File: config.mk
export PLATFORM = sky130hd
export DESIGN_NAME = branch_predictor_gshare
export DESIGN_NICKNAME = d
export VERILOG_FILES = /design/src/rtl/branch_predictor_gshare_pkg.sv /design/src/rtl/branch_predictor_gshare_table.sv /design/src/rtl/branch_predictor_gshare.sv
export SDC_FILE = /design/constraint.sdc
export NUM_CORES = 1
export LEC_CHECK = 0
export ABC_AREA = 1
export BUFFER_PORTS_ARGS = -buffer_cell sky130_fd_sc_hd__buf_4
export CAP_MARGIN = 20
export CELL_PAD_IN_SITES_DETAIL_PLACEMENT = 0
export CELL_PAD_IN_SITES_GLOBAL_PLACEMENT = 1
export CORE_UTILIZATION = 42
export DETAILED_ROUTE_END_ITERATION = 12
export PLACE_DENSITY_LB_ADDON = 0.1
export SYNTH_ARGS = -nofsm -noshare
export SYNTH_HDL_FRONTEND = slang
export SYNTH_SLANG_ARGS = --single-unit
File: constraint.sdc
create_clock -name clk -period 13.77 [get_ports clk]
set_clock_uncertainty 0.2 [all_clocks]
set_input_delay 2.754 -clock clk [delete_from_list [all_inputs] [get_ports clk]]
set_output_delay 2.754 -clock clk [all_outputs]
set_load 0.01 [all_outputs]
File: src/rtl/branch_predictor_gshare_pkg.sv
// Shared types and constants for the gshare branch predictor: prediction
// encoding, 2-bit counter type, FSM states and the saturating counter step.
package branch_predictor_gshare_pkg;

  localparam int ADDR_WIDTH = 32;

  typedef enum logic {
    NOT_TAKEN = 1'b0,
    TAKEN     = 1'b1
  } branch_prediction_t;

  typedef logic [1:0] bp_counter_t;

  localparam bp_counter_t BP_CNT_MIN     = 2'b00;
  localparam bp_counter_t BP_CNT_WEAK_NT = 2'b01;
  localparam bp_counter_t BP_CNT_MAX     = 2'b11;

  typedef enum logic {
    BP_INIT = 1'b0,
    BP_RUN  = 1'b1
  } bp_state_t;

  // Move a counter one step toward the resolved outcome, pinning at both ends.
  function automatic bp_counter_t bpCounterStep(input bp_counter_t cnt, input logic taken);
    bp_counter_t result;
    result = cnt;
    if (taken && (cnt != BP_CNT_MAX)) begin
      result = cnt + 2'd1;
    end else if (!taken && (cnt != BP_CNT_MIN)) begin
      result = cnt - 2'd1;
    end
    return result;
  endfunction

endpackage

File: src/rtl/branch_predictor_gshare_table.sv
// Counter storage: 2^INDEX_WIDTH x 2-bit entries, one combinational read port
// and one synchronous write port. Clearing is done by the parent's sweep.
module bp_counter_table
  import branch_predictor_gshare_pkg::*;
#(
  parameter int INDEX_WIDTH = 8
) (
  input  logic                   clk,
  input  logic                   i_wr_en,
  input  logic [INDEX_WIDTH-1:0] i_wr_idx,
  input  logic [1:0]             i_wr_data,
  input  logic [INDEX_WIDTH-1:0] i_rd_idx,
  output logic [1:0]             o_rd_data
);

  bp_counter_t r_mem [2**INDEX_WIDTH];

  always_ff @(posedge clk) begin
    if (i_wr_en) begin
      r_mem[i_wr_idx] <= i_wr_data;
    end
  end

  assign o_rd_data = r_mem[i_rd_idx];

endmodule

File: src/rtl/branch_predictor_gshare.sv
// Gshare predictor: counters indexed by PC XOR committed global history,
// cleared by a post-reset sweep, with a saturating misprediction counter.
module branch_predictor_gshare
  import branch_predictor_gshare_pkg::*;
#(
  parameter int INDEX_WIDTH    = 8,
  parameter int GHR_WIDTH      = 8,
  parameter int MISS_CNT_WIDTH = 16
) (
  input  logic                      clk,
  input  logic                      rst_n,
  input  logic                      i_req_valid,
  input  logic [ADDR_WIDTH-1:0]     i_req_pc,
  output logic                      o_req_prediction,
  output logic                      o_ready,
  input  logic                      i_fb_valid,
  input  logic [ADDR_WIDTH-1:0]     i_fb_pc,
  input  logic                      i_fb_prediction,
  input  logic                      i_fb_outcome,
  output logic [MISS_CNT_WIDTH-1:0] o_miss_count
);

  bp_state_t                 r_state;
  bp_state_t                 w_stateNext;
  logic [INDEX_WIDTH-1:0]    r_sweepPtr;
  logic [GHR_WIDTH-1:0]      r_ghr;
  logic [MISS_CNT_WIDTH-1:0] r_missCount;
  logic                      r_ready;

  logic [GHR_WIDTH:0]        w_ghrShift;
  logic [GHR_WIDTH-1:0]      w_ghrNext;
  logic [GHR_WIDTH-1:0]      w_ghrReq;
  logic [INDEX_WIDTH-1:0]    w_ghrExt;
  logic [INDEX_WIDTH-1:0]    w_ghrReqExt;
  logic [INDEX_WIDTH-1:0]    w_fbIdx;
  logic [INDEX_WIDTH-1:0]    w_reqIdx;
  logic [INDEX_WIDTH-1:0]    w_wrIdx;
  logic [1:0]                w_wrData;
  logic [1:0]                w_fbCnt;
  logic [1:0]                w_fbCntNext;
  logic [1:0]                w_reqCnt;
  logic [1:0]                w_predCnt;
  logic                      w_wrEn;
  logic                      w_fbUpdate;
  logic                      w_miss;
  branch_prediction_t        w_prediction;
  logic                      w_unused;

  assign w_unused = ^{i_req_valid, i_req_pc[ADDR_WIDTH-1:INDEX_WIDTH+2], i_req_pc[1:0],
                      i_fb_pc[ADDR_WIDTH-1:INDEX_WIDTH+2], i_fb_pc[1:0]};

  assign w_fbUpdate = (r_state == BP_RUN) && i_fb_valid;
  assign w_ghrShift = {r_ghr, i_fb_outcome};
  assign w_ghrNext  = w_ghrShift[GHR_WIDTH-1:0];
  assign w_ghrReq   = w_fbUpdate ? w_ghrNext : r_ghr;

  always_comb begin
    w_ghrExt                     = '0;
    w_ghrReqExt                  = '0;
    w_ghrExt[GHR_WIDTH-1:0]      = r_ghr;
    w_ghrReqExt[GHR_WIDTH-1:0]   = w_ghrReq;
  end

  assign w_fbIdx     = i_fb_pc[INDEX_WIDTH+1:2] ^ w_ghrExt;
  assign w_reqIdx    = i_req_pc[INDEX_WIDTH+1:2] ^ w_ghrReqExt;
  assign w_fbCntNext = bpCounterStep(w_fbCnt, i_fb_outcome);

  always_comb begin
    w_stateNext = r_state;
    w_wrEn      = 1'b0;
    w_wrIdx     = w_fbIdx;
    w_wrData    = w_fbCntNext;
    case (r_state)
      BP_INIT: begin
        w_wrEn   = 1'b1;
        w_wrIdx  = r_sweepPtr;
        w_wrData = BP_CNT_WEAK_NT;
        if (r_sweepPtr == '1) begin
          w_stateNext = BP_RUN;
        end
      end
      BP_RUN: begin
        w_wrEn = i_fb_valid;
      end
    endcase
  end

  // Replicated storage gives the request and the update each their own read port.
  bp_counter_table #(.INDEX_WIDTH(INDEX_WIDTH)) u_reqTable (
    .clk       (clk),
    .i_wr_en   (w_wrEn),
    .i_wr_idx  (w_wrIdx),
    .i_wr_data (w_wrData),
    .i_rd_idx  (w_reqIdx),
    .o_rd_data (w_reqCnt)
  );

  bp_counter_table #(.INDEX_WIDTH(INDEX_WIDTH)) u_fbTable (
    .clk       (clk),
    .i_wr_en   (w_wrEn),
    .i_wr_idx  (w_wrIdx),
    .i_wr_data (w_wrData),
    .i_rd_idx  (w_fbIdx),
    .o_rd_data (w_fbCnt)
  );

  assign w_predCnt    = (w_fbUpdate && (w_reqIdx == w_fbIdx)) ? w_fbCntNext : w_reqCnt;
  assign w_prediction = (r_state == BP_RUN) ? branch_prediction_t'(w_predCnt[1]) : NOT_TAKEN;
  assign w_miss       = w_fbUpdate && (i_fb_prediction != i_fb_outcome);

  always_ff @(posedge clk or negedge rst_n) begin
    if (!rst_n) begin
      r_state     <= BP_INIT;
      r_sweepPtr  <= '0;
      r_ghr       <= '0;
      r_missCount <= '0;
      r_ready     <= 1'b0;
    end else begin
      r_state <= w_stateNext;
      r_ready <= (w_stateNext == BP_RUN);
      if (r_state == BP_INIT) begin
        r_sweepPtr <= r_sweepPtr + 1'b1;
      end
      if (w_fbUpdate) begin
        r_ghr <= w_ghrNext;
      end
      if (w_miss && (r_missCount != '1)) begin
        r_missCount <= r_missCount + 1'b1;
      end
    end
  end

  assign o_req_prediction = w_prediction;
  assign o_ready          = r_ready;
  assign o_miss_count     = r_missCount;

endmodule

==> results.py <==
metrics = {
    "run_status": {
        "status": "finished, final reports clean",
    },
    "synthesis": {
        "syn_area_per_cell_um2": 9.369,
        "synth_cell_types": 31,
        "ys_seq_area_frac": 0.6191,
        "async_flop_share": 0.06055,
        "synth_area_mm2": 0.02617,
        "netlist_instances": 2793,
        "synth_edf_count": 512,
        "synth_seq_cells": 545,
        "yosysWarnings": 0,
        "synth_flop_cell": "edfxtp_1",
        "syn-num-nets": 2867,
    },
    "die": {
        "dieArea_mm2": 0.06331,
        "die_w_um": 251.6,
        "die_h_um": 251.6,
        "io_pins": 88,
        "core_region_area_mm2": 0.06160,
        "rows": 91,
        "initial_core_util": 0.4248,
    },
    "layout": {
        "layout_common_cells": "nand2_1, nand3_1, edfxtp_1",
        "final_common_cell": "nand2_1",
        "diodes": 0,
        "fill_cells": 5830,
        "nNetsFinal": 2816,
        "final_cells": 3630,
        "seq_area_mm2": 0.01620,
        "area_delta_synth_final_pct": 10.99,
        "multiInputGateArea_mm2": 0.009060,
        "drive_gt1_frac": 0.07161,
    },
    "worst_setup_path": {
        "required_ns": 10.82,
        "startpoint_type": "input pin",
        "cp.arrival_ns": 6.92,
        "crit_fanout": 169,
        "cp-end-kind": "output pin",
        "worstSetupPathType": "in2out",
        "r2r_cells": 19,
    },
    "power": {
        "total_power_w": 0.003618,
        "peakVddDrop_v": 0.0001024,
        "p_leak_nw": 10.89,
        "power_density_mw_per_mm2": 124.6,
    },
    "place": {
        "dp_hpwl_um": 46580,
        "port_buffers": 38,
        "dp_slack_ns": 3.932,
        "place_inst": 3516,
        "gp_congestion": 0.8266,
    },
    "cts": {
        "cts_buffer_depth": 3,
        "cts_setup_buffers": 0,
        "root_buffer": "clkbuf_16",
        "cts_hold_buf": 0,
        "post_cts_resized": 0,
        "htreeDepth": 2,
        "clk_latency_ns": 0.64,
        "cts_sinks": 545,
        "clk_pin_slew_worst_paths_ns": 0.06,
        "cts_inserted_buffers": 60,
        "cts_tree": "done",
    },
    "min_path": {
        "hold_path_class": "reg2reg",
        "whs_path_depth": 1,
    },
    "timing": {
        "setup_viol": 0,
        "fmaxAchievable_ghz": 0.1013,
        "worstMarginPinSlew_ns": 1.073,
        "rsz0062_at_grt": "no",
        "final_hold_viol_count": 0,
        "fin_ws_ns": 3.898,
        "relSlewSlack": 0.2846,
        "timing.final.crit_period_ns": 9.872,
        "finalCritPeriodShare": 0.7169,
        "finalSetupTns_ns": 0,
        "maxSlewViolCount": 0,
    },
    "global_route": {
        "grt_max_degree": 193,
        "grtUsageTotal": 0.2772,
        "grt_pass1_vias": 19820,
        "antenna_found_initial": 0,
        "grt_pass1_wl_um": 128300,
        "overflow": 0,
    },
    "drt": {
        "ant_nets": 0,
        "wirelength_um": 87850,
        "routedWlPerCell_um": 24.20,
        "drtIter0Drc": 2169,
        "firstDrtPassIters": 5,
        "drcViolationCount": 0,
        "dr_total_vias": 20650,
        "via_per_inst": 5.690,
    },
    "run": {
        "cap_violations": 0,
    },
}
## cell type report
type / instances / area share
clock inverters: 45 / 0.01344
repair buffers: 75 / 0.02180
inverters: 48 / 0.006204
multi-input cells: 2012 / 0.3120
clock buffers: 68 / 0.05273
well taps: 837 / 0.03606
flip-flops and latches: 545 / 0.5578
## worst paths after layout
path                                 startpoint                        to  slack [ns]
worst max-delay path                 i_fb_pc[2]          o_req_prediction        3.90
worst min-delay path            o_miss_count[6]           o_miss_count[6]        0.30
worst max register to register         r_ghr[0]  u_reqTable.r_mem[115][0]        7.50
worst min register to register  o_miss_count[6]           o_miss_count[6]        0.30
max in group asynchronous                 rst_n             r_sweepPtr[3]       11.13
min in group asynchronous                 rst_n           o_miss_count[1]        1.87
## critical path, stage by stage
cell	delay [ns]
buf_4	0.13
inv_1	0.07
nand2_2	0.22
nand2_8	0.56
buf_12	0.67
nand2_1	0.15
nand3_1	0.13
nand3_1	0.09
nand3_1	0.15
nand3_1	0.10
nand3_1	0.14
nand3_1	0.22
nand3_1	0.14
nand2_1	0.11
ha_1	0.21
nor2_1	0.21
inv_1	0.07
nand2_1	0.06
nand2_1	0.09
nand2_1	0.09
nand3_1	0.06
nand2_1	0.19
buf_4	0.15
## Yosys cell counts (3+ instances only)
library cell	n	share of area
o21ai_1	4	0.00077
nand3_1	786	0.15
nor2_1	289	0.041
edfxtp_1	512	0.59
xor2_1	22	0.0074
dfrtp_1	33	0.032
buf_4	17	0.0049
clkbuf_1	60	0.0086
nor3_1	8	0.0015
nand2_1	852	0.12
a21oi_1	6	0.0011
xnor2_1	13	0.0044
nand2_2	4	0.00096
buf_2	98	0.019
inv_2	6	0.00086
inv_1	41	0.0059
o21ai_0	9	0.0017
nand4_1	3	0.00072
ha_1	4	0.0019
buf_1	12	0.0017
## through the flow
step | instance area (um2) | utilization | hold slack [ns]
global route | 29040 | 0.4715 | 0.3125
floorplan | 26170 | - | 0.2714
CTS | 29020 | 0.4710 | 0.2988
global placement | 27090 | 0.4398 | 0.2841
detailed placement | 27090 | 0.4398 | 0.2854
finish | 29040 | 0.4715 | 0.2989
## logic make-up (layout without fill, tap and decap cells)
| family | Yosys count | count (layout) | synth area share |
|---|---|---|---|
| AND/OR/NAND/NOR | 1944 | 1944 | 0.3177 |
| flip-flops | 545 | 545 | 0.6191 |
| buffers and inverters | 236 | 236 | 0.04126 |
| XOR/XNOR | 39 | 39 | 0.01420 |
| AO/OA/AOI/OAI | 25 | 25 | 0.005834 |
| adder cells (fa/ha/maj) | 4 | 4 | 0.001913 |
## sequential cells by signal (all words and copies together), names as in the netlist
name              count
o_ready               1
u_reqTable.r_mem    510
o_miss_count         16
r_ghr                 8
r_sweepPtr            8
u_fbTable.r_mem       2
## metal layers
| metal | global-route usage | vias to the layer above | part of all wire |
|---|---|---|---|
| li1 | - | 9528 | - |
| met1 | 0.3831 | 10140 | 0.42 |
| met2 | 0.4443 | 828 | 0.47 |
| met3 | 0.04168 | 160 | 0.074 |
| met4 | 0.09826 | 0 | 0.034 |
| met5 | 0 | - | 0 |
## where the power goes
| part | internal, W | switching (W) | total, W |
|---|---|---|---|
| Combinational | 0.0000667 | 0.000180 | 0.000246 |
| Sequential | 0.00178 | 0 | 0.00178 |
| Clock | 0.000909 | 0.000678 | 0.00159 |
No activity file was read; power rests on OpenSTA's default activity.
